<file path="src/rtl/pixel_packer_axis.sv">
// Packs ISIZE-bit pixels into OSIZE-bit words through a bit-level accumulator,
// with valid/ready backpressure, line-start realignment and a strobed last-beat flush.
module pixel_packer_axis #(
  parameter int ISIZE     = 24,
  parameter int OSIZE     = 256,
  parameter int MSB_FIRST = 1
) (
  input  logic               clock,
  input  logic               rst_n,
  input  logic               s_valid,
  output logic               s_ready,
  input  logic [ISIZE-1:0]   s_data,
  input  logic               s_align,
  input  logic               s_last,
  output logic               m_valid,
  input  logic               m_ready,
  output logic [OSIZE-1:0]   m_data,
  output logic [OSIZE/8-1:0] m_strb,
  output logic               m_last,
  output logic               err_align
);

  localparam int ACCW = OSIZE + ISIZE;
  localparam int FW   = $clog2(ACCW);
  localparam int NB   = OSIZE / 8;

  localparam logic [FW-1:0] OSIZE_F = FW'(OSIZE);
  localparam logic [FW-1:0] ISIZE_F = FW'(ISIZE);

  localparam logic [0:0] ST_RUN   = 1'b0;
  localparam logic [0:0] ST_FLUSH = 1'b1;

  logic [ACCW-1:0]  acc_q, acc_d;
  logic [FW-1:0]    fill_q, fill_d;
  logic [0:0]       state_q, state_d;
  logic             m_valid_q, m_valid_d;
  logic [OSIZE-1:0] m_data_q, m_data_d;
  logic [NB-1:0]    m_strb_q, m_strb_d;
  logic             m_last_q, m_last_d;
  logic             err_q, err_d;

  logic             out_free;
  logic             accept;
  logic [ACCW-1:0]  base_acc;
  logic [FW-1:0]    base_fill;
  logic [ACCW-1:0]  pix_shift;
  logic [ACCW-1:0]  merged;
  logic [FW-1:0]    total;

  // Held bits are kept packed against the output word's first-pixel end, so
  // the next word is always a fixed slice and the residual a fixed shift.
  function automatic logic [OSIZE-1:0] word_of(input logic [ACCW-1:0] a);
    if (MSB_FIRST != 0) word_of = a[ACCW-1 -: OSIZE];
    else                word_of = a[OSIZE-1:0];
  endfunction

  function automatic logic [ACCW-1:0] rest_of(input logic [ACCW-1:0] a);
    if (MSB_FIRST != 0) rest_of = a << OSIZE;
    else                rest_of = a >> OSIZE;
  endfunction

  function automatic logic [NB-1:0] strb_for(input logic [FW-1:0] bits);
    logic [FW-1:0] nbytes;
    logic [NB-1:0] ones;
    nbytes = (bits + FW'(7)) >> 3;
    ones   = '1;
    if (MSB_FIRST != 0) strb_for = ~(ones >> nbytes);
    else                strb_for = ~(ones << nbytes);
  endfunction

  assign out_free  = ~m_valid_q | m_ready;
  assign s_ready   = (state_q == ST_RUN) & out_free;
  assign accept    = s_valid & s_ready;
  assign base_acc  = s_align ? '0 : acc_q;
  assign base_fill = s_align ? '0 : fill_q;
  assign total     = base_fill + ISIZE_F;

  always_comb begin
    if (MSB_FIRST != 0) pix_shift = {s_data, {OSIZE{1'b0}}} >> base_fill;
    else                pix_shift = ACCW'(s_data) << base_fill;
    merged = base_acc | pix_shift;
  end

  // Loads only happen when the output stage is free, so a stalled word is never touched.
  always_comb begin
    acc_d     = acc_q;
    fill_d    = fill_q;
    state_d   = state_q;
    m_valid_d = m_valid_q & ~m_ready;
    m_data_d  = m_data_q;
    m_strb_d  = m_strb_q;
    m_last_d  = m_last_q;
    err_d     = 1'b0;

    if (accept) begin
      err_d = s_align & (fill_q != '0);
      if (total >= OSIZE_F) begin
        m_valid_d = 1'b1;
        m_data_d  = word_of(merged);
        m_strb_d  = '1;
        m_last_d  = s_last & (total == OSIZE_F);
        acc_d     = rest_of(merged);
        fill_d    = total - OSIZE_F;
        if (s_last && (total != OSIZE_F)) state_d = ST_FLUSH;
      end else if (s_last) begin
        m_valid_d = 1'b1;
        m_data_d  = word_of(merged);
        m_strb_d  = strb_for(total);
        m_last_d  = 1'b1;
        acc_d     = '0;
        fill_d    = '0;
      end else begin
        acc_d  = merged;
        fill_d = total;
      end
    end else if ((state_q == ST_FLUSH) && out_free) begin
      m_valid_d = 1'b1;
      m_data_d  = word_of(acc_q);
      m_strb_d  = strb_for(fill_q);
      m_last_d  = 1'b1;
      acc_d     = '0;
      fill_d    = '0;
      state_d   = ST_RUN;
    end
  end

  always_ff @(posedge clock or negedge rst_n) begin
    if (!rst_n) begin
      acc_q     <= '0;
      fill_q    <= '0;
      state_q   <= ST_RUN;
      m_valid_q <= 1'b0;
      m_data_q  <= '0;
      m_strb_q  <= '0;
      m_last_q  <= 1'b0;
      err_q     <= 1'b0;
    end else begin
      acc_q     <= acc_d;
      fill_q    <= fill_d;
      state_q   <= state_d;
      m_valid_q <= m_valid_d;
      m_data_q  <= m_data_d;
      m_strb_q  <= m_strb_d;
      m_last_q  <= m_last_d;
      err_q     <= err_d;
    end
  end

  assign m_valid   = m_valid_q;
  assign m_data    = m_data_q;
  assign m_strb    = m_strb_q;
  assign m_last    = m_last_q;
  assign err_align = err_q;

endmodule

</file>
<file path="config.mk">
export PLATFORM = sky130hd
export DESIGN_NAME = pixel_packer_axis
export DESIGN_NICKNAME = d
export VERILOG_FILES = /design/src/rtl/pixel_packer_axis.sv
export SDC_FILE = /design/constraint.sdc
export NUM_CORES = 2
export LEC_CHECK = 0
export CAP_MARGIN = 20
export CORE_MARGIN = 2
export CORE_UTILIZATION = 44
export CTS_CLUSTER_SIZE = 28
export DETAILED_ROUTE_END_ITERATION = 10
export PLACE_DENSITY_LB_ADDON = 0.12
export SYNTH_ARGS = -nofsm -noshare
export SYNTH_HDL_FRONTEND = slang
export SYNTH_SLANG_ARGS = --single-unit
</file>
<file path="constraint.sdc">
create_clock -name clock -period 7.15 [get_ports clock]
set_clock_uncertainty 0.2 [all_clocks]
set_input_delay 0.715 -clock clock [delete_from_list [all_inputs] [get_ports clock]]
set_output_delay 0.715 -clock clock [all_outputs]
set_load 0.02 [all_outputs]
</file>
==> flow_summary.ini <==
[timing]
period_needed_ns = 4.715
tns_ns = 0
fmax_mhz = 212.1
worst_pin_slew_ns = 1.229
fin_crit_sh = 0.6594
drv_slew = 0
relSlewSlack = 0.1803
rsz0062_at_grt = no
setup_viol = 0
hold_viol = 0

[grt]
grt_max_degree = 165
grt_pass1_wl_mm = 189.4
antenna_found_initial = 2
grt_pass1_vias = 27419
overflow = 0
grt_usage = 0.3745

[setup_path]
path_delay_family = compound AO/OA/AOI/OAI gates
crit_slowest_cell = dfrtp_2
arrival_ns = 4.96
cp_max_fo = 42
cp_cell_sequence = buf_4 -> mux2i_1 -> o22ai_1 -> a211oi_1 -> mux2i_1 -> a22oi_2 -> o221ai_1
r2r_setup_slack_ns = 2.44
ff2ff_path_depth = 7
reg2reg_from = fill_q[0]
rr_endpoint = m_data[210]
cp.required_ns = 7.40
critical_path.max_stage_delay_ns = 0.94
cpMostUsedCell = mux2i_1
worstSetupEndpointType = flop
worstSetupPathType = flop to flop
cp-start-kind = flop
crit_buf_inv = 1

[routing]
drt_iter0_drc = 3851
dr.max_layer_used = met5
viasPerCell = 6.598
routed_wl_mm = 130.1
avgRoutedWirePerCell_um = 30.11
ant_nets = 0
routed-wl-met2_mm = 56.99
dr.pass1.iters = 9
post-route-drc-count = 0
wl_met1_mm = 53.72
num_vias = 28496
met3_wirelength_mm = 12.43

[finish]
stdcell_count = 4319
area_delta_synth_final_pct = 20.60
drive_above_1_share = 0.08722
fill_cells = 6035
nNetsFinal = 3439

[synth]
synth_nets = 3222
ys_seq_area_frac = 0.4967
ys_async_sr_fraction = 1.000
synth_edf_count = 0
synth_flop_cell = dfrtp_1
synth-warning-count = 0
ys_seq_elements = 581
ys_types = 115
synth_top_area_cell = dfrtp_1
syn_avg_cell_area_um2 = 9.175
synth_top_area_share = 0.4967
yosys-top-cells-area = dfrtp_1 50%, o21ai_0 6.7%, nand2_1 6.6%, a21oi_1 3.7%, nor2_1 2.7%
synth_area_um2 = 29270
synth_cells = 3190

[worst_hold_path]
hold_start = acc_q[48]
whs_path_depth = 2
hp-class = flop to flop
min_to = acc_q[48]

[clock_tree]
numClockSinks = 581
clk_path_buf_depth = 3
clk_pin_slew_worst_paths_ns = 0.06
htree_levels = 3
cts_made_buffers = 67
cts_root_buffer = clkbuf_16
cts_tree = done
clock_latency_ns = 0.63

[job]
maxCapViolations = 0

[die]
dieArea_um2 = 68600
initial_core_util = 0.4444
dieHeight_um = 261.9
ios = 322
num_rows = 94
core_um2 = 65860
die_w_um = 261.9

[pwr]
p_sw_w = 0.002829
internal_power_w = 0.005998
power.total_w = 0.008826
pwr-share-seq = 0.408
max-vdd-ir-drop_mv = 0.1820
p_clk_frac = 0.394
p_leak_nw = 14.50
power_switching_share = 0.3205
pwr-share-comb = 0.198
powerDensity_nw_per_um2 = 250.0

[placement]
dp.cells = 4199
dp_hpwl_mm = 89.09
finalWeightedCongestion = 1.032
io_buffers = 321

[status]
status = finished clean
==> area by class of cell <==
| type | instances | area (µm²) | area share |
|---|---|---|---|
| sequential | 581 | 14540 | 0.4120 |
| multi-input combinational | 2310 | 13410 | 0.3798 |
| timing repair buffer | 402 | 3889 | 0.1102 |
| clock buffer | 96 | 1987 | 0.05629 |
| tap | 864 | 1081 | 0.03063 |
| clock inverter | 17 | 215.2 | 0.006097 |
| inverter | 45 | 168.9 | 0.004785 |
| antenna | 4 | 10.01 | 0.0002836 |
==> worst max-delay path by stage <==
stage                   start          end  slack, ns  cells after the start
finish              fill_q[0]  m_data[210]       2.44                      7
global route        fill_q[0]  m_data[210]       2.32                      7
CTS                 fill_q[0]  m_data[210]       2.68                      7
detailed placement    s_align  m_data[189]       2.24                      9
global placement      s_align   m_data[61]       2.35                      9
floorplan             s_align   m_strb[25]       3.46                     15
==> cell usage after synthesis (7+ instances only) <==
library cell  count
a211oi_1         17
a21oi_1         214
a221o_1           8
a221oi_1         37
a222oi_1         11
a22o_1            8
a22oi_1          58
a2bb2oi_1        15
a31oi_1          43
a32oi_1          24
and2_1           20
and3_1           99
buf_1            10
buf_2            86
buf_4            13
buf_6            13
clkbuf_1        127
dfrtp_1         581
inv_1            44
mux2_2            7
mux2i_1          35
nand2_1         517
nand2b_1         21
nand3_1          62
nand3b_1         10
nand4_1          27
nor2_1          212
nor2b_1          16
nor3_1           34
nor3_2            7
nor3b_1          13
nor4_1            7
o211ai_1         22
o21ai_0         389
o21ai_1          34
o21ai_2          10
o21bai_1          9
o221ai_1         84
o22ai_1          60
o31ai_1          15
or3_1            12
==> flip-flops by register name, indices dropped and copies added (netlist names) <==
name,cells
acc_q,280
fill_q,9
m_strb,32
state_q,1
m_last,1
m_data,256
err_align,1
m_valid,1
==> cell families after synthesis <==
group / after synthesis / share of synthesized area
adders and majority gates: 2 / 0.0008548
and+or+nand+nor: 1107 / 0.1794
buffers and inverters: 299 / 0.04826
muxes: 49 / 0.01945
DFF: 581 / 0.4967
xor gates and xnor gates: 8 / 0.002907
AOI/OAI and AO/OA: 1144 / 0.2524
==> worst min-delay path, cell delays in order, from the launching register on <==
cell     delay [ns]
dfrtp_1        0.33
nand2_1        0.04
o21ai_0        0.06
==> power groups by stage <==
| stage | clock network, W | registers (W) | logic (W) |
|---|---|---|---|
| finish | 0.00348 | 0.00360 | 0.00175 |
| global route | 0.00364 | 0.00361 | 0.00183 |
| CTS | 0.00351 | 0.00360 | 0.00171 |
| detailed placement | 0 | 0.00365 | 0.00171 |
| global placement | 0 | 0.00365 | 0.00170 |
| floorplan | 0 | 0.00377 | 0.000710 |
==> metrics by stage <==
step / worst slack, ns / hold slack (ns) / area [µm²] / utilization
after floorplan: 3.463 / 0.2194 / 29270 / -
after global placement: 2.345 / 0.2518 / 33040 / 0.5016
after detailed placement: 2.237 / 0.2606 / 33040 / 0.5016
after CTS: 2.680 / 0.2732 / 35250 / 0.5352
after global routing: 2.323 / 0.2934 / 35290 / 0.5358
final: 2.435 / 0.2689 / 35300 / 0.5359
==> layout by cell type (no fill, tap or decap), types with 11 or more instances in the layout <==
cell type / instances
nand3_1: 61
a211oi_1: 17
and2_1: 20
a222oi_1: 11
o22ai_1: 60
nor3b_1: 13
clkbuf_16: 68
o21ai_0: 387
clkbuf_8: 18
mux2i_1: 35
dfrtp_1: 578
a22oi_1: 58
nand4_1: 27
a31oi_1: 42
nor2b_1: 14
o31ai_1: 13
a32oi_1: 24
inv_1: 44
nand2b_1: 21
a21oi_1: 214
o211ai_1: 22
nand2_1: 517
a2bb2oi_1: 15
clkdlybuf4s50_1: 319
a221oi_1: 37
o21ai_1: 34
buf_4: 76
and3_1: 99
nor2_1: 210
o221ai_1: 82
nor3_1: 33
or3_1: 12
==> timing repair <==
| action | CTS | global route |
|---|---|---|
| buffers inserted | 0 | 0 |
| resized for setup | 0 | 0 |
| endpoints found under the setup margin | 0 | 0 |
| hold buffers | 1 | 0 |
| hold endpoints to repair | 15 | 0 |
==> per-layer routing <==
metal / global-route usage / vias to the layer above
met3: 0.09144 / 367
met4: 0.1750 / 2
met2: 0.5602 / 1642
li1: - / 12158
met1: 0.5132 / 14327
met5: 0 / -
(Power assumes the default switching activity.)
